[config.mk]
export PLATFORM = sky130hd
export DESIGN_NAME = mem_stage
export DESIGN_NICKNAME = d
export VERILOG_FILES = /design/src/rtl/mem_stage_pkg.sv /design/src/rtl/mem_load_align.sv /design/src/rtl/mem_stage.sv
export SDC_FILE = /design/constraint.sdc
export NUM_CORES = 1
export LEC_CHECK = 0
export CORE_AREA = 4 4 166 168
export CTS_CLUSTER_SIZE = 25
export DETAILED_ROUTE_END_ITERATION = 8
export DIE_AREA = 0 0 170 172
export GPL_ROUTABILITY_DRIVEN = 0
export PLACE_DENSITY = 0.75
export SLEW_MARGIN = 20
export SYNTH_ARGS = -nofsm -noshare
export SYNTH_HDL_FRONTEND = slang
export SYNTH_SLANG_ARGS = --single-unit
[constraint.sdc]
create_clock -name clk -period 1.9 [get_ports clk]
set_input_delay 0.285 -clock clk [delete_from_list [all_inputs] [get_ports clk]]
set_output_delay 0.285 -clock clk [all_outputs]
set_load 0.005 [all_outputs]
[src/rtl/mem_stage_pkg.sv]
// Shared widths, stall encodings, load-type codes and EX/MEM bus field offsets
// for the MEM pipeline stage.
package mem_stage_pkg;

  localparam int EX_TO_MEM_WD = 76;
  localparam int MEM_TO_WB_WD = 70;
  localparam int STALL_BUS    = 6;
  localparam int HILO_WD      = 66;

  localparam logic STOP    = 1'b1;
  localparam logic NO_STOP = 1'b0;

  localparam int STALL_EX_MEM = 3;
  localparam int STALL_MEM_WB = 4;

  // Field offsets inside ex_to_mem_bus
  localparam int EX_PC_LSB       = 44;
  localparam int EX_RAM_EN_BIT   = 43;
  localparam int EX_RAM_WEN_LSB  = 39;
  localparam int EX_SEL_RES_BIT  = 38;
  localparam int EX_RF_WE_BIT    = 37;
  localparam int EX_RF_WADDR_LSB = 32;

  typedef enum logic [2:0] {
    LOAD_NONE = 3'b000,
    LOAD_LB   = 3'b001,
    LOAD_LBU  = 3'b010,
    LOAD_LH   = 3'b011,
    LOAD_LHU  = 3'b100,
    LOAD_LW   = 3'b101
  } load_type_e;

  typedef enum logic {
    BUF_EMPTY = 1'b0,
    BUF_FULL  = 1'b1
  } buf_state_e;

endpackage

[src/rtl/mem_load_align.sv]
// Little-endian byte/half/word selection and sign/zero extension of SRAM load data.
module mem_load_align
  import mem_stage_pkg::*;
(
  input  logic [31:0] rdata,
  input  logic [1:0]  addr_lo,
  input  logic [2:0]  load_type,
  output logic [31:0] load_data
);

  logic [7:0]  byte_sel;
  logic [15:0] half_sel;

  always_comb begin
    byte_sel = rdata[7:0];
    case (addr_lo)
      2'd1:    byte_sel = rdata[15:8];
      2'd2:    byte_sel = rdata[23:16];
      2'd3:    byte_sel = rdata[31:24];
      default: byte_sel = rdata[7:0];
    endcase
    // Misaligned halves ignore addr[0]
    half_sel = addr_lo[1] ? rdata[31:16] : rdata[15:0];

    load_data = 32'd0;
    case (load_type)
      LOAD_LB:  load_data = {{24{byte_sel[7]}}, byte_sel};
      LOAD_LBU: load_data = {24'd0, byte_sel};
      LOAD_LH:  load_data = {{16{half_sel[15]}}, half_sel};
      LOAD_LHU: load_data = {16'd0, half_sel};
      LOAD_LW:  load_data = rdata;
      default:  load_data = 32'd0;
    endcase
  end

endmodule

[src/rtl/mem_stage.sv]
// MEM pipeline stage: EX/MEM register, load-data hold buffer, MEM/WB buses and
// forwarding to ID. Optional macro MEM_LOAD_FWD_EN forwards extracted load data.
module mem_stage
  import mem_stage_pkg::*;
(
  input  logic                    clk,
  input  logic                    rst,
  input  logic [STALL_BUS-1:0]    stall,
  input  logic [EX_TO_MEM_WD-1:0] ex_to_mem_bus,
  input  logic [2:0]              ex_load_type,
  input  logic [HILO_WD-1:0]      hilo_ex_to_mem_bus,
  input  logic [31:0]             data_sram_rdata,
  output logic [MEM_TO_WB_WD-1:0] mem_to_wb_bus,
  output logic [HILO_WD-1:0]      hilo_mem_to_wb_bus,
  output logic                    mem_wreg,
  output logic [4:0]              mem_waddr,
  output logic [31:0]             mem_wdata,
  output logic                    mem_hi_we,
  output logic                    mem_lo_we,
  output logic [31:0]             mem_hi_wdata,
  output logic [31:0]             mem_lo_wdata,
  output logic                    mem_opl,
  output buf_state_e              dbg_buf_state
);

  logic [EX_TO_MEM_WD-1:0] ex_bus_q, ex_bus_d;
  logic [2:0]              load_type_q, load_type_d;
  logic [HILO_WD-1:0]      hilo_q, hilo_d;
  buf_state_e              buf_state_q, buf_state_d;
  logic [31:0]             rdata_buf_q, rdata_buf_d;

  logic        reg_load, reg_bubble, is_load;
  logic [31:0] pc, ex_result, rdata_sel, load_data, rf_wdata;
  logic [3:0]  ram_wen;
  logic [4:0]  rf_waddr;
  logic        ram_en, sel_rf_res, rf_we;

  logic unused_stall_bits;
  assign unused_stall_bits = ^{stall[5], stall[2:0]};

  assign pc         = ex_bus_q[EX_PC_LSB +: 32];
  assign ram_en     = ex_bus_q[EX_RAM_EN_BIT];
  assign ram_wen    = ex_bus_q[EX_RAM_WEN_LSB +: 4];
  assign sel_rf_res = ex_bus_q[EX_SEL_RES_BIT];
  assign rf_we      = ex_bus_q[EX_RF_WE_BIT];
  assign rf_waddr   = ex_bus_q[EX_RF_WADDR_LSB +: 5];
  assign ex_result  = ex_bus_q[31:0];

  assign is_load = ram_en && (ram_wen == 4'd0) && (load_type_q != LOAD_NONE);

  always_comb begin
    reg_bubble  = (stall[STALL_EX_MEM] == STOP) && (stall[STALL_MEM_WB] == NO_STOP);
    reg_load    = (stall[STALL_EX_MEM] == NO_STOP);
    ex_bus_d    = ex_bus_q;
    load_type_d = load_type_q;
    hilo_d      = hilo_q;
    if (reg_bubble) begin
      ex_bus_d    = '0;
      load_type_d = '0;
      hilo_d      = '0;
    end else if (reg_load) begin
      ex_bus_d    = ex_to_mem_bus;
      load_type_d = ex_load_type;
      hilo_d      = hilo_ex_to_mem_bus;
    end
  end

  // Keeps the SRAM read result alive while a load is frozen in MEM
  always_comb begin
    buf_state_d = buf_state_q;
    rdata_buf_d = rdata_buf_q;
    case (buf_state_q)
      BUF_EMPTY: begin
        if (!reg_load && !reg_bubble && is_load && (stall[STALL_MEM_WB] == STOP)) begin
          buf_state_d = BUF_FULL;
          rdata_buf_d = data_sram_rdata;
        end
      end
      BUF_FULL: begin
        if (reg_load || reg_bubble) buf_state_d = BUF_EMPTY;
      end
      default: buf_state_d = BUF_EMPTY;
    endcase
  end

  always_ff @(posedge clk) begin
    if (rst) begin
      ex_bus_q    <= '0;
      load_type_q <= '0;
      hilo_q      <= '0;
      buf_state_q <= BUF_EMPTY;
      rdata_buf_q <= '0;
    end else begin
      ex_bus_q    <= ex_bus_d;
      load_type_q <= load_type_d;
      hilo_q      <= hilo_d;
      buf_state_q <= buf_state_d;
      rdata_buf_q <= rdata_buf_d;
    end
  end

  assign rdata_sel = (buf_state_q == BUF_FULL) ? rdata_buf_q : data_sram_rdata;

  mem_load_align u_align (
    .rdata     (rdata_sel),
    .addr_lo   (ex_result[1:0]),
    .load_type (load_type_q),
    .load_data (load_data)
  );

  assign rf_wdata      = sel_rf_res ? load_data : ex_result;
  assign mem_to_wb_bus = {pc, rf_we, rf_waddr, rf_wdata};

  assign hilo_mem_to_wb_bus = hilo_q;
  assign mem_hi_wdata       = hilo_q[65:34];
  assign mem_lo_wdata       = hilo_q[33:2];
  assign mem_hi_we          = hilo_q[1];
  assign mem_lo_we          = hilo_q[0];

  assign mem_wreg  = rf_we;
  assign mem_waddr = rf_waddr;

`ifdef MEM_LOAD_FWD_EN
  assign mem_wdata = rf_wdata;
  assign mem_opl   = 1'b0;
`else
  assign mem_wdata = ex_result;
  assign mem_opl   = is_load;
`endif

  assign dbg_buf_state = buf_state_q;

endmodule

## Yosys cells after proc, flatten, opt, wreduce, memory -nomap -nowiden

Index checks and enable logic that the tools add are counted.

- $mul: 0
- Divide/modulo/power cells: 0
- Equality and inequality tests: 8
- Order comparisons: 0
- Add/sub/neg operators: 0
- Shift-type cells: 0
- Mux-type cells: 8
- Reductions and logical operators: 12
- Bitwise gates (word level): 3

Operator list:

| operator | count |
|---|---|
| $pmux 32 s5 | 1 |
| $mux 32 | 2 |
| $pmux 8 s3 | 1 |
| $mux 16 | 1 |
| $eq 3x2->1 const B | 2 |
| $eq 3x3->1 const B | 2 |
| $logic_and 1x1->1 | 6 |
| $eq 2x2->1 const B | 2 |
| $logic_not 4->1 | 1 |
| $eq 3x1->1 const B | 1 |
| $not 1->1 | 3 |
| $reduce_bool 3->1 | 1 |
| $eq 2x1->1 const B | 1 |
| $mux 1 | 2 |
| $pmux 1 s2 | 1 |
| $reduce_and 2->1 | 1 |
| $reduce_or 2->1 | 1 |
| $logic_not 1->1 | 1 |
| $logic_or 1x1->1 | 1 |

- Flip-flop bits (word level): 178
- Memories: 0
- Output and inout port bits: 242
- Latch bits: 0
- Word-level logic and storage cells: 36
- Bits in read-only memories: 0
- RAM bits: 0

## Logic depth before layout (Yosys ltp)

- Depth after elaboration: 8
- Gate-level depth with buffers: 8
- Mapped depth without buffers: 5

## By module

A second synthesis with hierarchy kept.

- Cells, all modules: 999
- Area total of the unflattened synthesis: 9511.6 um^2

Modules (own cells, without submodules):

| module | area an instance (um^2) | instances | cells each | seq. area each (um^2) |
|---|---|---|---|---|
| mem_stage | 8366.8 | 1 | 830 | 3563.4 |
| mem_load_align | 1144.8 | 1 | 169 | 0.0 |

## Least setup slack after synthesis

No wires, ideal clock.

- Path type: register to output
- From: register buf_state_q, in the netlist dbg_buf_state
- To: output mem_to_wb_bus[31]
- Data required time: 1.615 ns
- Cell stages (with the launch flop): 8
- Setup slack: 0.053 ns
- Path buffers: 2
- Arrival time: 1.562 ns
- Cells stage by stage: dfxtp_1 > buf_4 > mux2_4 > o22ai_2 > o31ai_4 > buf_6 > a21oi_1 > o22ai_2

- Longest elaborated chain between the ends: 4
- Elaborated cells between the ends (all ways): 5

Ends and longest elaborated chain:

| element | RTL line | text |
|---|---|---|
| start: declaration | mem_stage.sv:29 | `buf_state_e buf_state_q, buf_state_d;` |
| start signal: assignment | mem_stage.sv:97 | `buf_state_q <= buf_state_d;` |
| $mux 32 (*) | mem_stage.sv:102 | `assign rdata_sel = (buf_state_q == BUF_FULL) ? rdata_buf_q : data_sram_rdata;` |
| $pmux 8 s3 / $mux 16 (equally long branches) | mem_load_align.sv:16, mem_load_align.sv:23 |  |
| $pmux 32 s5 (*) | mem_load_align.sv:26 | `case (load_type)` |
| $mux 32 (*) | mem_stage.sv:111 | `assign rf_wdata = sel_rf_res ? load_data : ex_result;` |
| end: declaration | mem_stage.sv:13 | `output logic [MEM_TO_WB_WD-1:0] mem_to_wb_bus,` |

Every way passes the cells marked *; elsewhere a longest branch is shown, timed or not.

## Final worst setup path

- From: register buf_state_q, in the netlist dbg_buf_state
- To: output mem_to_wb_bus[17]

Same word-level chain as after synthesis.

==> metrics.txt <==
outcome complete, but fails checks; failing checks setup timing; initial core utilization 0.340; PwrDens 679 nW/um^2; largest cells by area after synthesis dfxtp_1 (40%), mux2i_1 (19%), buf_4 (13%); number of max-cap violations 0; end-of-flow core utilization 0.544; number of nets in the layout about 1500; Mapped Avg Cell Area 9.18 sq um; Gate Count Post-Synth 959; multi-input logic area 4380 sq um; Synth top area share 0.405; min Tclk post-route 2.55 ns; Pre-antenna DRT Iters 5; hold slack 0.254 ns; Slew headroom 0.636; reported leakage power 0.00563 uW; drc violations 0; core area 25900 sq um; Reg clk slew, reported paths 0.07 ns; Cell Area, Synth about 9000 sq um; max-slew violations 0; Sink Count 178; via count 8066; CP Capture Type output port; FF+latch count, synth 178; grt total ovfl 0; Slew @ Worst Pin 0.546 ns; most common flop cell mapped by yosys dfxtp_1; Unique masters post-synth 45; drt wl/cell 20.2 microns; Hold Violations, Final 0; largest net degree at the start of global routing 74; DRT iter0 DRCs between 400 and 500; Post-synth top cells nor2_1 (183), dfxtp_1 (178), mux2i_1 (165), buf_4 (149), nand2_1 (70); vias in the first global route around 8300; final setup fails 34; period utilization 1.34; Cell Rows 59; Metal-1 WL 11900 microns; post-synthesis sequential area ratio 0.405; CTS tree yes; Final ANT Viol Nets 0; crit path DAT around 2.3 ns; clk root buf clkbuf_16; Setup CP Type reg -> out; Total Die Area 29200 sq um; Worst-Skew Late Latency 0.43 ns; WP data required between 1.5 and 2 ns; top-level port count 427; placed inst area approximately 13000 sq um; share of layout cells above drive strength 1 0.212; VDD IR max 0.728 mV; Post-Place Cells 1585; number of buffers added on ports 422; first-pass GRT wire length a little under 50000 microns; Die Span Y 172 microns; routed wl met3 roughly 3200 microns; clock tree buffer depth 2; FMAX 0.393 GHz; area delta synth->final 60.2%; most common cell in the synthesized netlist nor2_1; GRT Util Overall 0.217; Critical Path Source Type register; Setup Skew 0.0113 ns; Syn Nets 1144; cts bufs inserted 17; dominant cell type by area after synthesis dfxtp_1; # fillers 2224; crit-path max FO 8; Top Layer Used met5; Post-synth EDFFs 0; final setup margin -0.647 ns; Final Power 9580 uW; htree depth 4; Async S/R FF share, synth 0; RSZ-0062 raised after global routing true; initial antenna violation count 4; Post-Layout Cell Count 1646; Post-DP HPWL 24600 microns; Ys Warns 0; design area 14100 sq um; Vias per Instance between 4 and 5; HP Class in -> reg; wire length on met2 roughly 16000 microns; Die W approximately 170 microns; final WL 33200 microns; FF/Latch Area between 3000 and 4000 sq um
[where the power goes]
group | switching [uW] | internal, uW
Clock | 1720 | 1920
Sequential | 152 | 3880
Combinational | 737 | 1160
[timing repair]
| action | CTS | global route |
|---|---|---|
| endpoints found under the setup margin | 35 | 34 |
| pin swaps | 41 | 6 |
| setup buffers | 25 | 2 |
| cloned | 1 | 0 |
| hold buffers | 0 | 0 |
| resized for setup | 262 | 19 |
[worst paths after layout]
kind | endpoint | slack, ns | from | cells after the start
hold reg to reg | rdata_buf_q[19]$_SDFFE_PP0P_ | 0.46 | rdata_buf_q[19]$_SDFFE_PP0P_ | 2
setup / recovery | mem_to_wb_bus[17] | -0.65 | dbg_buf_state$_SDFF_PP0_ | 9
hold / removal | dbg_buf_state$_SDFF_PP0_ | 0.25 | stall[3] | 3
setup reg to reg | rdata_buf_q[15]$_SDFFE_PP0P_ | 0.08 | load_type_q[1]$_SDFFE_PP0N_ | 8
[layout make-up]
type                    count  share of cell area
multi-input cells         568               0.310
clock inverters            14              0.0116
inverters                  11             0.00293
well taps                 335              0.0297
diodes                      2            0.000355
clock buffers              18              0.0311
repair buffers            520               0.360
flip-flops and latches    178               0.254
[cells by family after synthesis]
| logic type | synth area share |
|---|---|
| buffers and inverters | 0.159 |
| AOI/OAI and AO/OA | 0.0884 |
| muxes | 0.214 |
| DFF | 0.405 |
| xor gates and xnor gates | 0.000995 |
| and+or+nand+nor | 0.133 |
[registers in the layout (all words and copies together) (netlist names)]
register,cells
dbg_buf_state,1
ex_bus_q,76
hilo_mem_to_wb_bus,66
load_type_q,3
rdata_buf_q,32
[stage by stage]
stage,setup TNS [ns],setup slack [ns]
global route,-20.16,-0.707
global placement,-21.78,-0.743
detailed placement,-22.14,-0.784
floorplan,0,0.0531
CTS,-17.41,-0.631
finish,-17.70,-0.647
[metal layers]
| layer | vias up | global-route usage |
|---|---|---|
| li1 | 3767 | - |
| met1 | 3788 | 0.244 |
| met2 | 408 | 0.366 |
| met3 | 97 | 0.0718 |
| met4 | 6 | 0.119 |
| met5 | - | 0 |
[worst max-delay path: stages (launching register included)]
cell       delay, ns
dfxtp_4         0.44
mux2_4          0.36
o22ai_4         0.21
buf_6           0.15
o31ai_4         0.08
buf_6           0.15
buf_12          0.15
nor2_4          0.10
o2bb2ai_2       0.07
buf_2           0.13
[placed cells by master, fill, tap and decap left out, drive strengths merged, types with 6 or more instances in the layout]
| cell type | instances |
|---|---|
| a21oi | 37 |
| buf | 131 |
| clkbuf | 19 |
| clkdlybuf4s50 | 388 |
| dfxtp | 178 |
| inv | 18 |
| mux2 | 20 |
| mux2i | 165 |
| nand2 | 70 |
| nand2b | 6 |
| nand3 | 8 |
| nor2 | 183 |
| o22ai | 11 |
| o2bb2ai | 25 |
No activity file was read; power rests on OpenSTA's default activity.
